**src/rtl/dual_port_burst_reader_if.sv**
```systemverilog
// Command, ROM-port and output-stream bundle for dual_port_burst_reader.
// The abort input exists only when BURST_READER_ABORT_EN is defined.
interface dual_port_burst_reader_if #(
    parameter int ADDR_W = 3,
    parameter int DATA_W = 16
);
    logic              start;
    logic [ADDR_W-1:0] base_addr;
    logic [ADDR_W:0]   len;
    logic              busy;
    logic              done;
    logic              en1;
    logic              en2;
    logic [ADDR_W-1:0] addr1;
    logic [ADDR_W-1:0] addr2;
    logic [DATA_W-1:0] din1;
    logic [DATA_W-1:0] din2;
    logic              out_valid;
    logic              out_ready;
    logic [DATA_W-1:0] out_data;
`ifdef BURST_READER_ABORT_EN
    logic              abort;
`endif

    modport master (
`ifdef BURST_READER_ABORT_EN
        input  abort,
`endif
        input  start, base_addr, len, din1, din2, out_ready,
        output busy, done, en1, en2, addr1, addr2, out_valid, out_data
    );

    modport slave (
`ifdef BURST_READER_ABORT_EN
        output abort,
`endif
        output start, base_addr, len, din1, din2, out_ready,
        input  busy, done, en1, en2, addr1, addr2, out_valid, out_data
    );
endinterface

```
**src/rtl/dual_port_burst_reader.sv**
```systemverilog
// Burst reader for the two-port ROM: paired reads, 4-word output FIFO, valid/ready stream.
// Optional abort input enabled by defining BURST_READER_ABORT_EN.
module dual_port_burst_reader #(
    parameter int ADDR_W = 3,
    parameter int DATA_W = 16
) (
    input  logic clk,
    input  logic rst_n,
    dual_port_burst_reader_if.master bus
);
    localparam logic [1:0] IDLE  = 2'd0;
    localparam logic [1:0] ISSUE = 2'd1;
    localparam logic [1:0] DRAIN = 2'd2;
    localparam logic [1:0] FIN   = 2'd3;

    localparam logic [ADDR_W:0]   ONE = 1;
    localparam logic [ADDR_W:0]   TWO = 2;
    localparam logic [ADDR_W-1:0] A1  = 1;
    localparam logic [ADDR_W-1:0] A2  = 2;

    logic [1:0]        state, state_nx;
    logic [ADDR_W-1:0] cur, cur_src;
    logic [ADDR_W:0]   rem, rem_src;
    logic              en1, en2, cap1, cap2;
    logic [ADDR_W-1:0] addr1, addr2;
    logic [DATA_W-1:0] mem [4];
    logic [1:0]        wp, rp, push_n;
    logic [2:0]        cnt;
    logic [3:0]        occ;
    logic              pop, out_valid, abort_hit, launch, iss1, iss2;

`ifdef BURST_READER_ABORT_EN
    assign abort_hit = bus.abort && (state == ISSUE || state == DRAIN);
`else
    assign abort_hit = 1'b0;
`endif

    assign launch    = (state == IDLE) && bus.start && (bus.len != '0);
    assign cur_src   = launch ? bus.base_addr : cur;
    assign rem_src   = launch ? bus.len : rem;
    assign out_valid = (cnt != 3'd0);
    assign pop       = out_valid && bus.out_ready;
    assign push_n    = {1'b0, cap1} + {1'b0, cap2};

    // Free space counts every word not yet popped: buffered, in the ROM, or being requested now.
    assign occ = {1'b0, cnt} + {3'b0, en1} + {3'b0, en2} + {3'b0, cap1} + {3'b0, cap2};

    always_comb begin
        iss1 = 1'b0;
        iss2 = 1'b0;
        if ((launch || (state == ISSUE && rem != '0)) && !abort_hit) begin
            if (rem_src > ONE && occ <= 4'd2)
                iss2 = 1'b1;
            else if (rem_src == ONE && occ <= 4'd3)
                iss1 = 1'b1;
        end
    end

    always_comb begin
        state_nx = state;
        case (state)
            IDLE:    if (bus.start) state_nx = (bus.len == '0) ? FIN : ISSUE;
            ISSUE:   if (rem == '0) state_nx = DRAIN;
            // Leave as the final word pops so done lands in the cycle right after it.
            DRAIN:   if (cnt == {2'b0, pop} && !en1 && !en2 && !cap1 && !cap2) state_nx = FIN;
            default: state_nx = IDLE;
        endcase
        if (abort_hit) state_nx = IDLE;
    end

    always_ff @(posedge clk or negedge rst_n) begin
        if (!rst_n) begin
            state <= IDLE;
            cur   <= '0;
            rem   <= '0;
            en1   <= 1'b0;
            en2   <= 1'b0;
            cap1  <= 1'b0;
            cap2  <= 1'b0;
            addr1 <= '0;
            addr2 <= '0;
        end else begin
            state <= state_nx;
            cap1  <= en1 && !abort_hit;
            cap2  <= en2 && !abort_hit;
            en1   <= iss1 || iss2;
            en2   <= iss2;
            if (iss2) begin
                addr1 <= cur_src;
                addr2 <= cur_src + A1;
                cur   <= cur_src + A2;
                rem   <= rem_src - TWO;
            end else if (iss1) begin
                addr1 <= cur_src;
                cur   <= cur_src + A1;
                rem   <= rem_src - ONE;
            end else if (launch) begin
                cur   <= cur_src;
                rem   <= rem_src;
            end
        end
    end

    always_ff @(posedge clk or negedge rst_n) begin
        if (!rst_n) begin
            wp  <= '0;
            rp  <= '0;
            cnt <= '0;
        end else if (abort_hit) begin
            wp  <= '0;
            rp  <= '0;
            cnt <= '0;
        end else begin
            wp  <= wp + push_n;
            rp  <= rp + {1'b0, pop};
            cnt <= cnt + {1'b0, push_n} - {2'b0, pop};
        end
    end

    always_ff @(posedge clk) begin
        if (cap1) mem[wp] <= bus.din1;
        if (cap2) mem[wp + {1'b0, cap1}] <= bus.din2;
    end

    assign bus.busy      = (state == ISSUE) || (state == DRAIN);
    assign bus.done      = (state == FIN);
    assign bus.en1       = en1;
    assign bus.en2       = en2;
    assign bus.addr1     = addr1;
    assign bus.addr2     = addr2;
    assign bus.out_valid = out_valid;
    assign bus.out_data  = out_valid ? mem[rp] : '0;
endmodule

```
**src/flat_wrapper.sv**
```systemverilog
// flat-port wrapper written by rule: the top's interface ports become plain ports
module dual_port_burst_reader_flat 
#(
    parameter int ADDR_W = 3,
    parameter int DATA_W = 16
)
  (clk, rst_n, bus_start, bus_base_addr, bus_len, bus_din1, bus_din2, bus_out_ready, bus_busy, bus_done, bus_en1, bus_en2, bus_addr1, bus_addr2, bus_out_valid, bus_out_data);
  dual_port_burst_reader_if #(.ADDR_W(ADDR_W), .DATA_W(DATA_W)) bus_i ();
  input  logic clk;
  input  logic rst_n;
  input wire logic [$bits(bus_i.start)-1:0] bus_start;
  input wire logic [$bits(bus_i.base_addr)-1:0] bus_base_addr;
  input wire logic [$bits(bus_i.len)-1:0] bus_len;
  input wire logic [$bits(bus_i.din1)-1:0] bus_din1;
  input wire logic [$bits(bus_i.din2)-1:0] bus_din2;
  input wire logic [$bits(bus_i.out_ready)-1:0] bus_out_ready;
  output wire logic [$bits(bus_i.busy)-1:0] bus_busy;
  output wire logic [$bits(bus_i.done)-1:0] bus_done;
  output wire logic [$bits(bus_i.en1)-1:0] bus_en1;
  output wire logic [$bits(bus_i.en2)-1:0] bus_en2;
  output wire logic [$bits(bus_i.addr1)-1:0] bus_addr1;
  output wire logic [$bits(bus_i.addr2)-1:0] bus_addr2;
  output wire logic [$bits(bus_i.out_valid)-1:0] bus_out_valid;
  output wire logic [$bits(bus_i.out_data)-1:0] bus_out_data;
  assign bus_i.start = bus_start;
  assign bus_i.base_addr = bus_base_addr;
  assign bus_i.len = bus_len;
  assign bus_i.din1 = bus_din1;
  assign bus_i.din2 = bus_din2;
  assign bus_i.out_ready = bus_out_ready;
  assign bus_busy = bus_i.busy;
  assign bus_done = bus_i.done;
  assign bus_en1 = bus_i.en1;
  assign bus_en2 = bus_i.en2;
  assign bus_addr1 = bus_i.addr1;
  assign bus_addr2 = bus_i.addr2;
  assign bus_out_valid = bus_i.out_valid;
  assign bus_out_data = bus_i.out_data;
  dual_port_burst_reader #(.ADDR_W(ADDR_W), .DATA_W(DATA_W)) u_core (.clk(clk), .rst_n(rst_n), .bus(bus_i));
endmodule
```
**config.mk**
```make
export PLATFORM = sky130hd
export DESIGN_NAME = dual_port_burst_reader_flat
export DESIGN_NICKNAME = d
export VERILOG_FILES = /design/src/rtl/dual_port_burst_reader_if.sv /design/src/rtl/dual_port_burst_reader.sv /design/src/flat_wrapper.sv
export SDC_FILE = /design/constraint.sdc
export NUM_CORES = 1
export LEC_CHECK = 0
export BUFFER_PORTS_ARGS = -buffer_cell sky130_fd_sc_hd__buf_2
export CAP_MARGIN = 15
export CORE_MARGIN = 1.5
export CORE_UTILIZATION = 55
export DETAILED_ROUTE_END_ITERATION = 8
export GPL_ROUTABILITY_DRIVEN = 1
export MAX_ROUTING_LAYER = met4
export PLACE_DENSITY = 0.77
export SLEW_MARGIN = 20
export SYNTH_ARGS = -nofsm -noshare
export SYNTH_HDL_FRONTEND = slang
export SYNTH_SLANG_ARGS = --single-unit
```
**constraint.sdc**
```tcl
create_clock -name clk -period 6.3 [get_ports clk]
set_clock_uncertainty 0.15 [all_clocks]
set_input_delay 1.89 -clock clk [delete_from_list [all_inputs] [get_ports clk]]
set_output_delay 1.89 -clock clk [all_outputs]
set_load 0.02 [all_outputs]
```
== Yosys cells after proc, flatten, opt, wreduce, memory -nomap -nowiden ==
Memory sizes are Yosys's and may differ from the RTL's.
Cells that the tools add are included.
Widths: inputs -> output; s select.

* Memories: 1
* Input port bits: 43
* Bits in writable memories: 64
* Flip-flop bits (word level): 26

* Add/sub/neg operators: 14
* Reduce and logical (&&, ||, !) cells: 26
* Equality and inequality tests: 8
* Mux-type cells: 25
* Magnitude comparators: 3

{| class="wikitable"
|+ Memories
! memory !! depth !! width !! rd ports !! clocked after memory_dff !! write ports !! line !! source
|-
| u_core.mem || 4 || 16 || 1 || 0 || 2 || dual_port_burst_reader.sv:26 || <nowiki>logic [DATA_W-1:0] mem [4];</nowiki>
|}

{| class="wikitable"
|+ Operator list
! operator !! number
|-
| $mux 3 || 6
|-
| $mux 16 || 1
|-
| $mux 4 || 4
|-
| $add 4x1->4 || 3
|-
| $logic_and 1x1->1 || 10
|-
| $mux 1 || 9
|-
| $le 4x2->1 const B || 2
|-
| $logic_not 4->1 || 2
|-
| $mux 2 || 4
|-
| $reduce_bool 4->1 || 2
|-
| $pmux 2 s3 || 1
|-
| $reduce_bool 3->1 || 2
|-
| $add 2x1->2 || 2
|-
| $add 3x1->4 || 1
|-
| $eq 2x2->1 const B || 2
|-
| $eq 4x1->1 const B || 1
|-
| $gt 4x1->1 const B || 1
|-
| $logic_not 1->1 || 4
|-
| $ne 2x2->1 const B || 2
|-
| $sub 4x1->4 const B || 1
|-
| $sub 4x2->4 const B || 1
|-
| $add 3x1->3 const B || 1
|-
| $add 3x2->3 || 1
|-
| $add 3x2->3 const B || 1
|-
| 10 further kinds || 12
|}

== Depth between registers and ports, before layout ==
Gate-level depths: netlist (run 1).

* Depth after elaboration: 11
* Gate-level depth with buffers: 11
* Gate-level depth less buffers: 11

== Worst setup path before layout (run 1) ==
OpenSTA, ideal clock, no wires.

* Path type: input to register
* Start point: input bus_len[1]
* End point: register u_core.addr2[0], in the netlist u_core.bus.addr2[0]
* Data required time: 6.025 ns
* Arrival: 4.035 ns
* Setup time: 0.125 ns
* Stages on the path: 8
* Setup slack: 1.991 ns
* Buffers on the path: 0
* Path through: or4_4 -> nand2_1 -> a22o_1 -> inv_1 -> ha_1 -> o221a_2 -> nor4_4 -> mux2_2

* Cells in the longest elaborated chain, start to end: 7

{| class="wikitable"
|+ Ends and longest elaborated chain
! what !! line !! source
|-
| start: declaration || flat_wrapper.sv:13 || <nowiki>input wire logic [$bits(bus_i.len)-1:0] bus_len;</nowiki>
|-
| $reduce_bool 4->1 || dual_port_burst_reader.sv:38 || <nowiki>assign launch = (state == IDLE) && bus.start && (bus.len != '0);</nowiki>
|-
| $logic_and 1x1->1 || dual_port_burst_reader.sv:38 ||
|-
| $mux 4 || dual_port_burst_reader.sv:40 || <nowiki>assign rem_src = launch ? bus.len : rem;</nowiki>
|-
| $gt 4x1->1 || dual_port_burst_reader.sv:52 || <nowiki>if (rem_src > ONE && occ <= 4'd2)</nowiki>
|-
| $logic_and 1x1->1 || dual_port_burst_reader.sv:52 ||
|-
| $mux 1 || dual_port_burst_reader.sv:52 ||
|-
| $mux 1 * || dual_port_burst_reader.sv:51 || <nowiki>if ((launch || (state == ISSUE && rem != '0)) && !abort_hit) begin</nowiki>
|-
| via u_core.iss2 || dual_port_burst_reader.sv:30 || <nowiki>logic pop, out_valid, abort_hit, launch, iss1, iss2;</nowiki>
|-
| end signal: assignment || dual_port_burst_reader.sv:90 || <nowiki>addr2 <= cur_src + A1;</nowiki>
|-
| end: declaration || dual_port_burst_reader.sv:25 || <nowiki>logic [ADDR_W-1:0] addr1, addr2;</nowiki>
|}

The timed path passes the listed nets; every way through them passes the cells marked *.
A chain may end at the register's enable or synchronous reset.

== Worst setup path after layout (run 1) ==
Ends and elaborated chain as after synthesis.

==> results of run 1 <==
==> per-layer routing <==
metal	share of wire	global-route usage	wire length, um	vias up
met5	0	-	0	-
met4	0.020	0.0901	183	0
met3	0.052	0.0446	484	15
met2	0.50	0.331	4660	93
met1	0.43	0.291	4050	1469
li1	-	-	-	1417
==> sequential cells by signal, indices dropped and copies added (netlist names), 2 cells and up <==
register and cells:
u_core.mem 64, u_core.rem 4, u_core.bus.addr1 3, u_core.bus.addr2 3
u_core.cnt 3, u_core.cur 3, u_core.rp 2, u_core.state 2
u_core.wp 2
==> area by class of cell <==
cell class,instances,area share
inverter,15,0.0100
tap,108,0.0241
multi-input combinational,215,0.399
timing repair buffer,75,0.0696
clock inverter,6,0.0158
clock buffer,10,0.0227
sequential,90,0.459
==> stage by stage <==
stage / hold WS [ps] / utilization / cell area (um2) / worst slack, ps / cells
floorplan: 323 / - / 4900 / 1990 / 331
global placement: 324 / 0.621 / 5390 / 1620 / 503
detailed placement: 323 / 0.621 / 5390 / 1590 / 503
CTS: 341 / 0.646 / 5610 / 1810 / 519
global route: 348 / 0.646 / 5610 / 1830 / 519
finish: 327 / 0.646 / 5610 / 1920 / 519
==> power by group through the flow <==
stage          Sequential [mW]  Clock (mW)  Combinational [mW]
6_report                 0.930       0.429                1.13
5_1_grt                  0.957       0.461                1.23
4_1_cts                  0.934       0.434                1.14
3_5_place_dp             0.948           0                1.13
3_3_place_gp             0.940           0                1.10
2_1_floorplan            0.885           0               0.879
==> placed cells by master (no fill, tap or decap), types with 6 or more instances in the layout <==
cell,n
edfxtp_1,64
nand2_1,8
nor2b_1,18
ha_1,17
mux4_2,16
dfrtp_1,25
inv_1,15
buf_2,69
a21oi_1,6
nor2_1,12
xnor2_1,7
mux2_2,70
clkbuf_8,9
buf_4,6
==> cell families (layout without fill, tap and decap cells) <==
family	after synthesis	after routing
buffers and inverters	26	106
AOI/OAI and AO/OA	34	34
and+or+nand+nor	56	56
xor gates and xnor gates	12	12
adders and majority gates	21	21
muxes	92	92
DFF	90	90
==> final timing paths <==
check | to | from | cells after the start | slack [ps]
min in group asynchronous | u_core.bus.en1 | rst_n | 1 | 1370
worst min-delay path | u_core.cap2 | u_core.bus.en2 | 0 | 330
worst max-delay path | u_core.bus.addr2[0] | bus_len[1] | 9 | 1920
worst min register to register | u_core.cap2 | u_core.bus.en2 | 0 | 330
worst max register to register | u_core.bus.addr1[1] | u_core.bus.en2 | 8 | 2920
max in group asynchronous | u_core.rp[0] | rst_n | 1 | 4220
==> results.txt, run 1 <==
IO Count: 70
Comb pwr share: 0.453
core area: 8680 um2
Clock Path Buffers: 2
fillers: 651
width of the chip: 97.4 um
CTS tree: done
antenna violations before repair: 0
largest family of logic cells by synthesized area: multiplexers
n_diodes: 0
pin count of the biggest net entering global routing: 27
asr flop ratio synth: 0.289
Cell variety after synth: 49
sequential share of power: 0.374
top-count cell post-synth: mux2_2
Initial Util: 0.565
Pwr Density: 443 nW/um2
die area: 9480 um2
Seq/Total Area, Yosys: 0.525
startpoint types: primary input
Yosys reg bits: 90
Slew Limit Fails: 0
Final ANT Viol Nets: 0
maximum clock frequency: 0.228 GHz
post-synthesis mux area share: 0.253
Crit path required time: 6380 ps
Setup CP Type: in -> reg
Hold Crit Class: reg -> reg
worst path arrival time: 4460 ps
fraction of layout cells with a size suffix above 1: 0.465
global-route wire length before repair: 15.2 mm
Post-Synth Simple-Gate Area: 0.0661
Area Growth Syn to Fin: 14.5%
via/cell ratio: 5.77
Hold-fix buffers, CTS: 0
Num CTS Buffers: 9
Fin. Hold Viols: 0
area leader, netlist: edfxtp_1
DRT Pass-1 Iters: 4
max incr delay on CP: 550 ps
Synth warnings: 0
worst-margin pin slew: 1030 ps
WL final: 9.37 mm
Sum Neg Setup Slack: 0 ps
sw frac: 0.380
RSZ-0062 raised after global routing: no
top cell type's share of synthesized area: 0.392
grt ovf: 0
dominant synthesized flop cell: edfxtp_1
CP Capture Type: flip-flop
First DRT Iteration DRCs: 185
residual DRC count: 0
top post-synthesis cells by area: edfxtp_1 (39%), mux2_2 (16%), dfrtp_1 (13%)
DIE HEIGHT: 97.4 um
# clock sinks: 90
vias in the first global route: 3044
overall power: 2.48 mW
Avg Inst Size Synth: 14.8 um2
PostCTS Resize Cnt: 0
DR WL/cell: 18.1 um
Final Setup Violations: 0
Clk Tree Root Cell: clkbuf_8
Compound-Gate Fraction of Synth Area: 0.0516
All-Layer GR Usage: 0.218
minimum clock period: 4380 ps
XOR/XNOR share of the synthesized area: 0.0215
Post-Synth Adder-Cell Area: 0.0598
Max-slew headroom: 0.313
fin crit share: 0.695
fin nets: 470
Post-Syn Area: 4900 um2
CP Max Fanout: 10
CP bufs+invs: 2
clock power share: 0.173
VDD IR max: 0.193 mV
# Max-Cap Violations: 0
cell count after synthesis: 331
Worst-path clk slew: 80 ps
Slowest-stage cell, CP: or4_4
H-tree levels: 3
kind of cell adding the most delay to the critical path: simple AND/OR/NAND/NOR gates
Detail Placement HPWL: 6.56 mm
EDFF count, synth: 64
LEAKAGE: 2.19 nW
Post-CTS Setup Repair Bufs: 0
internal power: 1.54 mW
Placement Rows: 34
area of the multi-input gates: 2240 um2
Reg area: 2570 um2
Post-synth top cells: mux2_2 (70), edfxtp_1 (64), dfrtp_1 (26)
CP cell instances: buf_2, or4_4, nand2_1, a22o_1, inv_1, ha_1, o221a_2, nor4_4, mux2_2
Clock Latency Late Sink: 350 ps
syn_nets: 395
I/O Buffers: 69
Via Count: 2994
P_sw: 943 uW
run status: finished, final reports clean
GP Congestion: 0.796
(Power assumes the default switching activity.)
==> run 2, diff against run 1 <==
ABC_AREA = 1   (was default)
clock period = 4.5 ns   (was 6.3 ns; I/O delays follow)
==> results.txt, run 2 <==
core area: 8720 um2
Comb pwr share: 0.494
GP Congestion: 0.850
PostCTS Resize Cnt: 0
DRT Pass-1 Iters: 5
grt ovf: 0
pin count of the biggest net entering global routing: 34
CP cell instances: inv_1, nor2_1, o21ai_0, a21oi_1, buf_2
Hold Path Depth: 2
worst-margin pin slew: 976 ps
cell count after synthesis: 557
global-route wire length before repair: 18.2 mm
Avg Inst Size Synth: 8.88 um2
startpoint types: flip-flop
Clock Latency Late Sink: 360 ps
Seq/Total Area, Yosys: 0.520
Setup CP Type: reg -> out
DR WL/cell: 14.6 um
n_diodes: 0
syn_nets: 621
RSZ-0062 raised after global routing: no
Yosys reg bits: 90
Cell variety after synth: 35
Area Growth Syn to Fin: 13.6%
I/O Buffers: 69
CTS tree: done
IO Count: 70
vias in the first global route: 3889
top-count cell post-synth: nand2_1
H-tree levels: 3
run status: finished, final reports clean
fillers: 693
top cell type's share of synthesized area: 0.389
DIE HEIGHT: 97.8 um
Initial Util: 0.567
Hold-fix buffers, CTS: 0
Detail Placement HPWL: 7.49 mm
worst setup path endpoint: bus_out_data[12]
Hold Crit Class: reg -> reg
asr flop ratio synth: 0.289
sequential share of power: 0.343
LEAKAGE: 2.61 nW
largest registers: u_core.mem: 64 flops, u_core.rem: 4 flops
Sum Neg Setup Slack: 0 ps
VDD IR max: 0.498 mV
Slowest-stage cell, CP: dfrtp_1
antenna violations before repair: 0
Synth warnings: 0
Final ANT Viol Nets: 0
commonest cells after routing, fill and taps aside: nand2_1 (123), o21ai_0 (97), nor2_1 (74), buf_2 (69), edfxtp_1 (64)
Compound-Gate Fraction of Synth Area: 0.136
Max-slew headroom: 0.348
Final Setup Violations: 0
Slew Limit Fails: 0
fin nets: 685
worst r2r path cells: 6
Crit path required time: 3000 ps
sw frac: 0.442
die area: 9570 um2
# clock sinks: 90
Num CTS Buffers: 9
# Max-Cap Violations: 0
Fin. Hold Viols: 0
maximum clock frequency: 0.263 GHz
post-synthesis mux area share: 0
WL final: 10.7 mm
P_sw: 1.66 mW
minimum clock period: 3800 ps
fin crit share: 0.846
Clk Tree Root Cell: clkbuf_8
Largest Register: u_core.mem
Worst-path clk slew: 90 ps
Clock Path Buffers: 2
Post-Synth Simple-Gate Area: 0.204
XOR/XNOR share of the synthesized area: 0.0177
worst r2r src: u_core.wp[0]
internal power: 2.09 mW
All-Layer GR Usage: 0.248
Post-CTS Setup Repair Bufs: 0
clock power share: 0.163
CP Capture Type: output pin
fraction of layout cells with a size suffix above 1: 0.184
most common cell after layout, fill and taps aside: nand2_1
CP startpoint: u_core.rp[1]
worst path arrival time: 2300 ps
width of the chip: 97.8 um
Post-synth top cells: nand2_1 (123), o21ai_0 (99), nor2_1 (74)
max reg flops: 64
r2r endpoint: u_core.mem[1][13]
Via Count: 3920
CP Max Fanout: 18
R2R Setup Slk: 1490 ps
largest family of logic cells by synthesized area: simple AND/OR/NAND/NOR gates
fin worst setup slack: 695 ps
First DRT Iteration DRCs: 221
top post-synthesis cells by area: edfxtp_1 (39%), dfrtp_1 (13%), o21ai_0 (10%)
Placement Rows: 34
via/cell ratio: 5.34
Post-Syn Area: 4940 um2
Post-Synth Adder-Cell Area: 0.0592
DP Worst Slack: 1070 ps
EDFF count, synth: 64
dominant synthesized flop cell: edfxtp_1
residual DRC count: 0
area leader, netlist: edfxtp_1
max incr delay on CP: 760 ps
Pwr Density: 667 nW/um2
run 2: logic make-up (layout without fill, tap and decap cells):
family / Yosys count / in the layout
AND/OR/NAND/NOR: 228 / 228
AO/OA/AOI/OAI: 128 / 128
flip-flops: 90 / 90
XOR/XNOR: 10 / 10
buffers and inverters: 80 / 149
adder cells (fa/ha/maj): 21 / 21
run 2: per-stage QoR:
step	power [mW]	util	instances	area, um2	hold slack [ps]
after global routing	4.08	0.644	734	5620	370
after global placement	3.10	0.618	718	5390	312
final	3.75	0.644	734	5620	337
after floorplan	2.65	-	557	4940	327
after detailed placement	3.17	0.618	718	5390	316
after CTS	3.78	0.644	734	5620	336
run 2: worst max-delay path, delay by kind of cell (launching register included):
kind	cells	cell delay, ps
DFF	1	760
and+or+nand+nor	1	180
AOI/OAI and AO/OA	2	300
buffers and inverters	2	700
run 2: cell type report:
type / count / area (um2) / share of cell area
timing repair buffer: 77 / 405 / 0.0722
tap: 108 / 135 / 0.0241
inverter: 56 / 211 / 0.0376
clock buffer: 13 / 180 / 0.0321
multi-input combinational: 387 / 2070 / 0.368
sequential: 90 / 2570 / 0.458
clock inverter: 3 / 43.8 / 0.00780
run 2: how the worst min path moves through the flow:
| stage | end | startpoint | slack (ps) |
|---|---|---|---|
| after floorplan | u_core.rp[0] | u_core.rp[0] | 330 |
| after global placement | u_core.bus.addr2[1] | u_core.bus.addr2[1] | 310 |
| after detailed placement | u_core.bus.addr2[2] | u_core.bus.addr2[2] | 320 |
| after CTS | u_core.bus.addr2[2] | u_core.bus.addr2[2] | 340 |
| after global routing | u_core.bus.addr2[2] | u_core.bus.addr2[2] | 370 |
| final | u_core.bus.addr2[2] | u_core.bus.addr2[2] | 340 |
run 2: power groups by stage:
stage	logic, mW	clock network (mW)	registers (mW)
2_1_floorplan	1.38	0	1.27
3_3_place_gp	1.80	0	1.30
3_5_place_dp	1.86	0	1.31
4_1_cts	1.87	0.618	1.29
5_1_grt	2.11	0.657	1.31
6_report	1.85	0.610	1.29
run 2: metal layers:
layer | global-route usage | up-vias | share of wire
met3 | 0.0293 | 23 | 0.042
met4 | 0.116 | 0 | 0.021
li1 | - | 1961 | -
met2 | 0.424 | 107 | 0.52
met1 | 0.295 | 1829 | 0.42
met5 | - | - | 0
